`src/rtl/ram_arbiter_if.sv`:
```
// ram_arbiter_if: requester handshakes and RAM bus seen by ram_arbiter.
//   a_*/b_*   : req/we/addr/wdat in, gnt/rvalid/rdat out (per requester)
//   ram_*     : addr/wdat/active-low rd_/wr_ out, rdat in
//   busy      : arbiter not idle
// slave  : arbiter side.
// master : environment side (requesters plus RAM read data).
interface ram_arbiter_if #(
    parameter int unsigned AW = 8,
    parameter int unsigned DW = 8
) ();
    logic          a_req;
    logic          a_we;
    logic [AW-1:0] a_addr;
    logic [DW-1:0] a_wdat;
    logic          a_gnt;
    logic          a_rvalid;
    logic [DW-1:0] a_rdat;

    logic          b_req;
    logic          b_we;
    logic [AW-1:0] b_addr;
    logic [DW-1:0] b_wdat;
    logic          b_gnt;
    logic          b_rvalid;
    logic [DW-1:0] b_rdat;

    logic [AW-1:0] ram_addr;
    logic [DW-1:0] ram_wdat;
    logic [DW-1:0] ram_rdat;
    logic          ram_rd_;
    logic          ram_wr_;
    logic          busy;

    modport slave (
        input  a_req, a_we, a_addr, a_wdat,
        input  b_req, b_we, b_addr, b_wdat,
        input  ram_rdat,
        output a_gnt, a_rvalid, a_rdat,
        output b_gnt, b_rvalid, b_rdat,
        output ram_addr, ram_wdat, ram_rd_, ram_wr_, busy
    );

    modport master (
        output a_req, a_we, a_addr, a_wdat,
        output b_req, b_we, b_addr, b_wdat,
        output ram_rdat,
        input  a_gnt, a_rvalid, a_rdat,
        input  b_gnt, b_rvalid, b_rdat,
        input  ram_addr, ram_wdat, ram_rd_, ram_wr_, busy
    );
endinterface

```
`src/rtl/ram_arbiter.sv`:
```
// ram_arbiter: shares one single-port RAM between requester A (CPU, fixed
// priority) and requester B (loader/DMA/debug) with a starvation limit on B.
// Ports:
//   clk  : rising-edge clock
//   rst_ : synchronous active-low reset
//   bus  : ram_arbiter_if.slave (requester handshakes + RAM bus), all
//          outputs driven from registers
module ram_arbiter #(
    parameter int unsigned AW           = 8,
    parameter int unsigned DW           = 8,
    parameter int unsigned RD_LAT       = 1,
    parameter int unsigned STARVE_LIMIT = 4
) (
    input logic          clk,
    input logic          rst_,
    ram_arbiter_if.slave bus
);
    localparam int unsigned SW = 4;
    localparam int unsigned CW = 2;

    localparam logic [1:0] IDLE = 2'd0;
    localparam logic [1:0] CMD  = 2'd1;
    localparam logic [1:0] WAIT = 2'd2;

    logic [1:0]    state_q, state_d;
    logic [AW-1:0] addr_q, addr_d;
    logic [DW-1:0] wdat_q, wdat_d;
    logic          rd_n_q, rd_n_d;
    logic          wr_n_q, wr_n_d;
    logic          we_q, we_d;
    logic          owner_q, owner_d;      // 0 = A, 1 = B
    logic [CW-1:0] wait_q, wait_d;
    logic [SW-1:0] streak_q, streak_d;
    logic          a_gnt_q, a_gnt_d;
    logic          b_gnt_q, b_gnt_d;
    logic          a_rvalid_q, a_rvalid_d;
    logic          b_rvalid_q, b_rvalid_d;
    logic [DW-1:0] a_rdat_q, a_rdat_d;
    logic [DW-1:0] b_rdat_q, b_rdat_d;
    logic          busy_q, busy_d;
    logic          pick_b;
    logic          sel_we;

    // State register; reset aborts any access in flight.
    always_ff @(posedge clk) begin
        if (!rst_) begin
            state_q    <= IDLE;
            addr_q     <= '0;
            wdat_q     <= '0;
            rd_n_q     <= 1'b1;
            wr_n_q     <= 1'b1;
            we_q       <= 1'b0;
            owner_q    <= 1'b0;
            wait_q     <= '0;
            streak_q   <= '0;
            a_gnt_q    <= 1'b0;
            b_gnt_q    <= 1'b0;
            a_rvalid_q <= 1'b0;
            b_rvalid_q <= 1'b0;
            a_rdat_q   <= '0;
            b_rdat_q   <= '0;
            busy_q     <= 1'b0;
        end else begin
            state_q    <= state_d;
            addr_q     <= addr_d;
            wdat_q     <= wdat_d;
            rd_n_q     <= rd_n_d;
            wr_n_q     <= wr_n_d;
            we_q       <= we_d;
            owner_q    <= owner_d;
            wait_q     <= wait_d;
            streak_q   <= streak_d;
            a_gnt_q    <= a_gnt_d;
            b_gnt_q    <= b_gnt_d;
            a_rvalid_q <= a_rvalid_d;
            b_rvalid_q <= b_rvalid_d;
            a_rdat_q   <= a_rdat_d;
            b_rdat_q   <= b_rdat_d;
            busy_q     <= busy_d;
        end
    end

    // Next-state and output decode.
    always_comb begin
        state_d    = state_q;
        addr_d     = addr_q;
        wdat_d     = wdat_q;
        we_d       = we_q;
        owner_d    = owner_q;
        wait_d     = wait_q;
        streak_d   = streak_q;
        a_rdat_d   = a_rdat_q;
        b_rdat_d   = b_rdat_q;
        rd_n_d     = 1'b1;
        wr_n_d     = 1'b1;
        a_gnt_d    = 1'b0;
        b_gnt_d    = 1'b0;
        a_rvalid_d = 1'b0;
        b_rvalid_d = 1'b0;
        pick_b     = 1'b0;
        sel_we     = 1'b0;

        case (state_q)
            IDLE: begin
                if (bus.a_req || bus.b_req) begin
                    // A wins ties unless B has waited out the streak limit.
                    pick_b  = bus.b_req && (!bus.a_req || (streak_q == SW'(STARVE_LIMIT)));
                    sel_we  = pick_b ? bus.b_we : bus.a_we;
                    addr_d  = pick_b ? bus.b_addr : bus.a_addr;
                    wdat_d  = pick_b ? bus.b_wdat : bus.a_wdat;
                    we_d    = sel_we;
                    owner_d = pick_b;
                    wr_n_d  = !sel_we;
                    rd_n_d  = sel_we;
                    a_gnt_d = !pick_b;
                    b_gnt_d = pick_b;
                    state_d = CMD;
                    if (pick_b || !bus.b_req) begin
                        streak_d = '0;
                    end else if (streak_q < SW'(STARVE_LIMIT)) begin
                        streak_d = SW'(streak_q + 1'b1);
                    end
                end
            end
            CMD: begin
                if (we_q) begin
                    state_d = IDLE;
                end else begin
                    state_d = WAIT;
                    wait_d  = CW'(RD_LAT - 1);
                end
            end
            WAIT: begin
                if (wait_q == '0) begin
                    if (owner_q) begin
                        b_rdat_d   = bus.ram_rdat;
                        b_rvalid_d = 1'b1;
                    end else begin
                        a_rdat_d   = bus.ram_rdat;
                        a_rvalid_d = 1'b1;
                    end
                    state_d = IDLE;
                end else begin
                    wait_d = wait_q - 1'b1;
                end
            end
            default: state_d = IDLE;
        endcase

        busy_d = (state_d != IDLE);
    end

    assign bus.ram_addr = addr_q;
    assign bus.ram_wdat = wdat_q;
    assign bus.ram_rd_  = rd_n_q;
    assign bus.ram_wr_  = wr_n_q;
    assign bus.a_gnt    = a_gnt_q;
    assign bus.b_gnt    = b_gnt_q;
    assign bus.a_rvalid = a_rvalid_q;
    assign bus.b_rvalid = b_rvalid_q;
    assign bus.a_rdat   = a_rdat_q;
    assign bus.b_rdat   = b_rdat_q;
    assign bus.busy     = busy_q;
endmodule

```
`src/flat_wrapper.sv`:
```
// flat-port wrapper written by rule: the top's interface ports become plain ports
module ram_arbiter_flat 
#(
    parameter int unsigned AW           = 8,
    parameter int unsigned DW           = 8,
    parameter int unsigned RD_LAT       = 1,
    parameter int unsigned STARVE_LIMIT = 4
)
  (clk, rst_, bus_a_req, bus_a_we, bus_a_addr, bus_a_wdat, bus_b_req, bus_b_we, bus_b_addr, bus_b_wdat, bus_ram_rdat, bus_a_gnt, bus_a_rvalid, bus_a_rdat, bus_b_gnt, bus_b_rvalid, bus_b_rdat, bus_ram_addr, bus_ram_wdat, bus_ram_rd_, bus_ram_wr_, bus_busy);
  ram_arbiter_if #(.AW(AW), .DW(DW)) bus_i ();
  input logic clk;
  input logic rst_;
  input wire logic [$bits(bus_i.a_req)-1:0] bus_a_req;
  input wire logic [$bits(bus_i.a_we)-1:0] bus_a_we;
  input wire logic [$bits(bus_i.a_addr)-1:0] bus_a_addr;
  input wire logic [$bits(bus_i.a_wdat)-1:0] bus_a_wdat;
  input wire logic [$bits(bus_i.b_req)-1:0] bus_b_req;
  input wire logic [$bits(bus_i.b_we)-1:0] bus_b_we;
  input wire logic [$bits(bus_i.b_addr)-1:0] bus_b_addr;
  input wire logic [$bits(bus_i.b_wdat)-1:0] bus_b_wdat;
  input wire logic [$bits(bus_i.ram_rdat)-1:0] bus_ram_rdat;
  output wire logic [$bits(bus_i.a_gnt)-1:0] bus_a_gnt;
  output wire logic [$bits(bus_i.a_rvalid)-1:0] bus_a_rvalid;
  output wire logic [$bits(bus_i.a_rdat)-1:0] bus_a_rdat;
  output wire logic [$bits(bus_i.b_gnt)-1:0] bus_b_gnt;
  output wire logic [$bits(bus_i.b_rvalid)-1:0] bus_b_rvalid;
  output wire logic [$bits(bus_i.b_rdat)-1:0] bus_b_rdat;
  output wire logic [$bits(bus_i.ram_addr)-1:0] bus_ram_addr;
  output wire logic [$bits(bus_i.ram_wdat)-1:0] bus_ram_wdat;
  output wire logic [$bits(bus_i.ram_rd_)-1:0] bus_ram_rd_;
  output wire logic [$bits(bus_i.ram_wr_)-1:0] bus_ram_wr_;
  output wire logic [$bits(bus_i.busy)-1:0] bus_busy;
  assign bus_i.a_req = bus_a_req;
  assign bus_i.a_we = bus_a_we;
  assign bus_i.a_addr = bus_a_addr;
  assign bus_i.a_wdat = bus_a_wdat;
  assign bus_i.b_req = bus_b_req;
  assign bus_i.b_we = bus_b_we;
  assign bus_i.b_addr = bus_b_addr;
  assign bus_i.b_wdat = bus_b_wdat;
  assign bus_i.ram_rdat = bus_ram_rdat;
  assign bus_a_gnt = bus_i.a_gnt;
  assign bus_a_rvalid = bus_i.a_rvalid;
  assign bus_a_rdat = bus_i.a_rdat;
  assign bus_b_gnt = bus_i.b_gnt;
  assign bus_b_rvalid = bus_i.b_rvalid;
  assign bus_b_rdat = bus_i.b_rdat;
  assign bus_ram_addr = bus_i.ram_addr;
  assign bus_ram_wdat = bus_i.ram_wdat;
  assign bus_ram_rd_ = bus_i.ram_rd_;
  assign bus_ram_wr_ = bus_i.ram_wr_;
  assign bus_busy = bus_i.busy;
  ram_arbiter #(.AW(AW), .DW(DW), .RD_LAT(RD_LAT), .STARVE_LIMIT(STARVE_LIMIT)) u_core (.clk(clk), .rst_(rst_), .bus(bus_i));
endmodule
```
`config.mk`:
```
export PLATFORM = sky130hd
export DESIGN_NAME = ram_arbiter_flat
export DESIGN_NICKNAME = d
export VERILOG_FILES = /design/src/rtl/ram_arbiter_if.sv /design/src/rtl/ram_arbiter.sv /design/src/flat_wrapper.sv
export SDC_FILE = /design/constraint.sdc
export NUM_CORES = 1
export LEC_CHECK = 0
export ABC_AREA = 0
export BUFFER_PORTS_ARGS = -buffer_cell sky130_fd_sc_hd__buf_2
export CAP_MARGIN = 0
export CORE_ASPECT_RATIO = 0.6
export CORE_UTILIZATION = 27
export DETAILED_ROUTE_END_ITERATION = 12
export HOLD_SLACK_MARGIN = 0.06
export SYNTH_ARGS = -nofsm -noshare
export SYNTH_HDL_FRONTEND = slang
export SYNTH_SLANG_ARGS = --single-unit
```
`constraint.sdc`:
```
create_clock -name clk -period 1.45 [get_ports clk]
set_input_delay 0.435 -clock clk [delete_from_list [all_inputs] [get_ports clk]]
set_output_delay 0.435 -clock clk [all_outputs]
set_load 0.01 [all_outputs]
```
Word level (Yosys, flattened, before mapping)
Index checks and enable logic that the tools add are counted.
{"block": "totals", "reg_bits": 49, "latchBits": 0, "mem_bits_rw": 0, "mem_bits_ro": 0, "in_bits": 46, "output_inout_bits": 39, "memories": 0}
{"block": "op_classes", "n_addsub": 2, "n_mul": 0, "div": 0, "magnitude_cmp": 1, "n_eq_ne": 5, "shift": 0, "n_mux": 14, "bitwise": 1, "reduce_logical": 20}
{"operator": "3-bit AND reduction", "n": 6}
{"operator": "8-bit two-way mux", "n": 2}
{"operator": "2-bit two-way mux", "n": 5}
{"operator": "4-bit two-way mux", "n": 2}
{"operator": "2-bit case mux with 3 select lines", "n": 1}
{"operator": "2-bit nonzero test", "n": 3}
{"operator": "4-bit by 1-bit adder with 4-bit output, second input constant", "n": 1}
{"operator": "4-bit by 3-bit equality test with 1-bit output, second input constant", "n": 1}
{"operator": "1-bit logical NOT", "n": 4}
{"operator": "2-bit logical NOT", "n": 2}
{"operator": "4-bit by 3-bit less-than comparator with 1-bit output, second input constant", "n": 1}
{"operator": "2-bit inequality test, second input constant", "n": 2}
{"operator": "2-bit case mux with 2 select lines", "n": 1}
{"operator": "1-bit logical OR", "n": 3}
{"operator": "1-bit two-way mux", "n": 3}
{"operator": "2-bit by 1-bit equality test with 1-bit output, second input constant", "n": 1}
{"operator": "2-bit equality test, second input constant", "n": 1}
{"operator": "2-bit AND reduction", "n": 1}
{"operator": "2-bit by 1-bit subtractor with 2-bit output, second input constant", "n": 1}
{"operator": "1-bit logical AND", "n": 1}
{"operator": "1-bit inverter", "n": 1}

Depth between registers and ports, before layout
{"block": "logic_depth", "depth_word": 6, "depth_mapped": 8}

Least setup slack after synthesis
OpenSTA, ideal clock, no wires.
{"block": "synth_timing", "path_type": "flip-flop to flip-flop", "startpoint": "register u_core.streak_q[0]", "endpoint": "register u_core.wr_n_q, in the netlist u_core.bus.ram_wr_", "arrival_ps": 1389, "required_ps": 1330, "path_slack_ps": -59, "stages_incl_launch_ff": 8, "path_buffers": 1, "cell_sequence": "dfxtp_1 inv_1 ha_1 and3b_1 o21a_1 buf_6 mux2i_1 or2_1"}
{"block": "synth_between", "elab_chain_len": 5}
{"item": "start, declared", "line_no": "ram_arbiter.sv:33", "text": "logic [SW-1:0] streak_q, streak_d;"}
{"item": "start signal, assigned", "line_no": "ram_arbiter.sv:72", "text": "streak_q <= streak_d;"}
{"item": "4-bit by 3-bit equality test with 1-bit output", "line_no": "ram_arbiter.sv:107", "text": "pick_b = bus.b_req && (!bus.a_req || (streak_q == SW'(STARVE_LIMIT)));"}
{"item": "1-bit logical OR", "line_no": "ram_arbiter.sv:107"}
{"item": "1-bit logical AND", "line_no": "ram_arbiter.sv:107"}
{"item": "1-bit two-way mux", "line_no": "ram_arbiter.sv:108", "text": "sel_we = pick_b ? bus.b_we : bus.a_we;"}
{"item": "1-bit logical NOT", "line_no": "ram_arbiter.sv:113", "text": "wr_n_d = !sel_we;"}
{"item": "end signal, assigned", "line_no": "ram_arbiter.sv:68", "text": "wr_n_q <= wr_n_d;"}
{"item": "end, declared", "line_no": "ram_arbiter.sv:29", "text": "logic wr_n_q, wr_n_d;"}
No other way between the ends.
A chain may end at the register's enable or synchronous reset.

Final worst setup path
{"block": "layout_timing", "startpoint": "register u_core.streak_q[1]", "endpoint": "register u_core.wr_n_q, in the netlist u_core.bus.ram_wr_"}
The elaborated chain is that of the path after synthesis.

==> impl_metrics.csv <==
group,metric,value,unit
global_routing,grtUsageTotal,0.140,
worst_setup_path,start_kind,"register",
yosys,synth_nets,296,
timing,setup_ws,-0.0344,ns
yosys,synth_edf_count,0,
timing,tightestPinTransition,0.362,ns
placement,place.gp.congestion,0.778,
yosys,synth.top_cells.by_area,"dfxtp_1, nand2_1, a21oi_1, a31oi_1, o21ai_0",
timing,max_freq,674,MHz
layout,multi_input_area,978,um2
timing,setup-violations-final,1,
worst_setup_path,r2r_end,"u_core.bus.ram_wr_$_SDFF_PN1_",
floorplanning,ios,85,
worst_setup_path,critPathKind,"reg -> reg",
detailed_routing,wl_per_cell,12.4,um
clock_tree,clk_latency,0.29,ns
timing,fin_skew,0.00986,ns
clock_tree,cts_max_path_buffers,2,
detailed_routing,first_pass_iters,4,
yosys,yosysMostFrequentCell,"nand2_1",
worst_hold_path,hold_class,"in -> reg",
yosys,synth-seq-cells,49,
layout,insertedDiodeCount,0,
floorplanning,initial_utilization,0.287,
layout,nets,394,
floorplanning,die_w,112,um
yosys,yosysTopAreaCell,"dfxtp_1",
yosys,synth_cell_types,33,
yosys,netlist_top_cells_count,"nand2_1, dfxtp_1, a21oi_1",
floorplanning,die_area,7670,um2
timing,hold_viol_final,0,
layout,final_cells,428,
layout,area_growth,46.6,%
detailed_routing,antenna_left,0,
yosys,synth.avg_cell_area,8.13,um2
floorplanning,die_y,68.2,um
run_status,outcome,"complete, but fails checks",
worst_hold_path,hold_path_end,"u_core.bus.ram_addr[7]$_SDFFE_PN0P_",
worst_setup_path,critPathRequiredTime,1.62,ns
global_routing,grt_max_degree,23,
worst_setup_path,crit_fanout,4,
detailed_routing,drtIter0Drc,92,
power_and_ir_drop,p_leak,1.33,nW
detailed_routing,drc_errors,0,
power_and_ir_drop,finalPower,0.00388,W
flow_run,drv_cap,0,
clock_tree,h-tree-depth,2,
timing,rsz0062_at_grt,"true",
clock_tree,cts_root_buf,"clkbuf_16",
yosys,synth_flop_cell,"dfxtp_1",
timing,maxSlewViolCount,0,
yosys,async_reset_ff_frac,0,
clock_tree,cts_inserted_buffers,5,
clock_tree,cts.sinks,49,
worst_setup_path,rr_startpoint,"u_core.streak_q[1]$_SDFFE_PN0P_",
yosys,synth_area,1970,um2
layout,fin_util,0.421,
yosys,ys_warn_count,0,
timing,period_needed,1.48,ns
clock_tree,cts_tree,"yes",
layout,seq_area,985,um2
power_and_ir_drop,p_per_area,1340,nW/um2
worst_setup_path,cp.arrival,1.66,ns
layout,num-fill-cells,689,
timing,maxSlewHeadroom,0.755,
power_and_ir_drop,ir_worst_vdd,469,uV
placement,post-dp-hpwl,3730,um
timing,timing.hold.ws,0.397,ns
worst_setup_path,r2r_slack,-0.03,ns
worst_setup_path,r2r_cells,6,
layout,final_layout_size_suffix_gt1_frac,0.396,
yosys,netlist.area_leader.share,0.497,
placement,dp.cells,418,
global_routing,grt-ovfl-total,0,
placement,portBuffers,84,
worst_setup_path,end_kind,"register",
run_status,violations,"negative setup slack",
clock_tree,clkTransAtPathRegs,0.07,ns
timing,period_share,1.02,
detailed_routing,num_vias,1903,
floorplanning,core_region_area,6880,um2
worst_hold_path,hold_path.startpoint,"bus_b_addr[7]",
placement,dp_slack,-0.0761,ns
worst_hold_path,hold_depth,3,
yosys,syn_inst,243,
detailed_routing,viasPerCell,4.45,
yosys,ys_seq_area_frac,0.497,
global_routing,antenna_found_initial,0,
detailed_routing,routed_wl,5290,um
floorplanning,num_rows,23,
global_routing,grt_pass1_wl,8460,um
global_routing,grt_pass1_vias,1828,
[area by class of cell]
type                            instances  area share
Sequential cell                        49       0.340
Multi-Input combinational cell        171       0.338
Timing Repair Buffer                  104       0.216
Clock buffer                            5      0.0432
Tap cell                               87      0.0376
Inverter                               10      0.0130
Clock inverter                          2      0.0121
[kinds of logic after synthesis]
family          count (synthesis)  synth area share
simple gates                   97             0.202
compound gates                 63             0.181
mux                             4            0.0209
buf+inv                        23            0.0545
flops                          49             0.497
fa+ha+maj                       7            0.0444
[state kept, by name, summed over array words and instances (netlist names), 2 cells and up]
register,cells
u_core.streak_q,4
u_core.bus.ram_wdat,8
u_core.bus.ram_addr,8
u_core.state_q,2
u_core.wait_q,2
u_core.bus.a_rdat,8
u_core.bus.b_rdat,8
[critical path, stage by stage, from the launching register on]
cell,delay [ns]
dfxtp_2,0.33
inv_1,0.06
ha_4,0.15
and3b_2,0.22
o21a_4,0.23
mux2i_2,0.16
or2_1,0.21
[cell usage in the layout (no fill, tap or decap), drive strengths merged, types with 3 or more instances in the layout]
master	Yosys	layout
a21oi	21	21
a31oi	16	16
buf	6	103
clkbuf	7	6
dfxtp	49	49
ha	7	7
inv	10	10
mux2i	3	3
nand2	72	72
nand3	4	4
nor2	11	11
o21ai	19	19
[metrics by stage]
| step | TNS [ns] | instance area, um2 |
|---|---|---|
| floorplan | -0.0391 | 1980 |
| global placement | -0.267 | 2590 |
| detailed placement | -1.09 | 2590 |
| CTS | -0.0348 | 2780 |
| global route | -0.818 | 2890 |
| finish | -0.0344 | 2890 |
[worst max-delay path by stage]
stage                                         start                                  end  cells after the start  slack, ns
floorplan           u_core.streak_q[0]$_SDFFE_PN0P_        u_core.bus.ram_wr_$_SDFF_PN1_                      7      -0.03
CTS                 u_core.streak_q[0]$_SDFFE_PN0P_        u_core.bus.ram_wr_$_SDFF_PN1_                      6      -0.03
global route        u_core.streak_q[0]$_SDFFE_PN0P_        u_core.bus.ram_wr_$_SDFF_PN1_                      6      -0.09
finish              u_core.streak_q[1]$_SDFFE_PN0P_        u_core.bus.ram_wr_$_SDFF_PN1_                      6      -0.03
detailed placement  u_core.streak_q[0]$_SDFFE_PN0P_  u_core.bus.ram_addr[5]$_SDFFE_PN0P_                      7      -0.08
global placement    u_core.streak_q[0]$_SDFFE_PN0P_  u_core.bus.ram_wdat[6]$_SDFFE_PN0P_                      7      -0.03
[timing repair]
item	4_1_cts	5_1_grt
setup endpoints to repair	21	43
buffers inserted	0	1
gates resized for setup	6	23
hold buffers	0	0
cloned	1	1
pin swaps	1	15
[report_power, final]
group          internal (W)  leakage (nW)  switching (W)
clock network      0.000800        0.0797       0.000463
registers           0.00153         0.402      0.0000853
logic              0.000459         0.847       0.000541
total               0.00279          1.33        0.00109
[per-layer routing]
layer  global-route usage  share of wire
met5                    0              0
met4               0.0500         0.0042
met3               0.0328          0.041
met2                0.230           0.43
met1                0.182           0.52
Note: power is estimated with default switching activity, not from simulation.
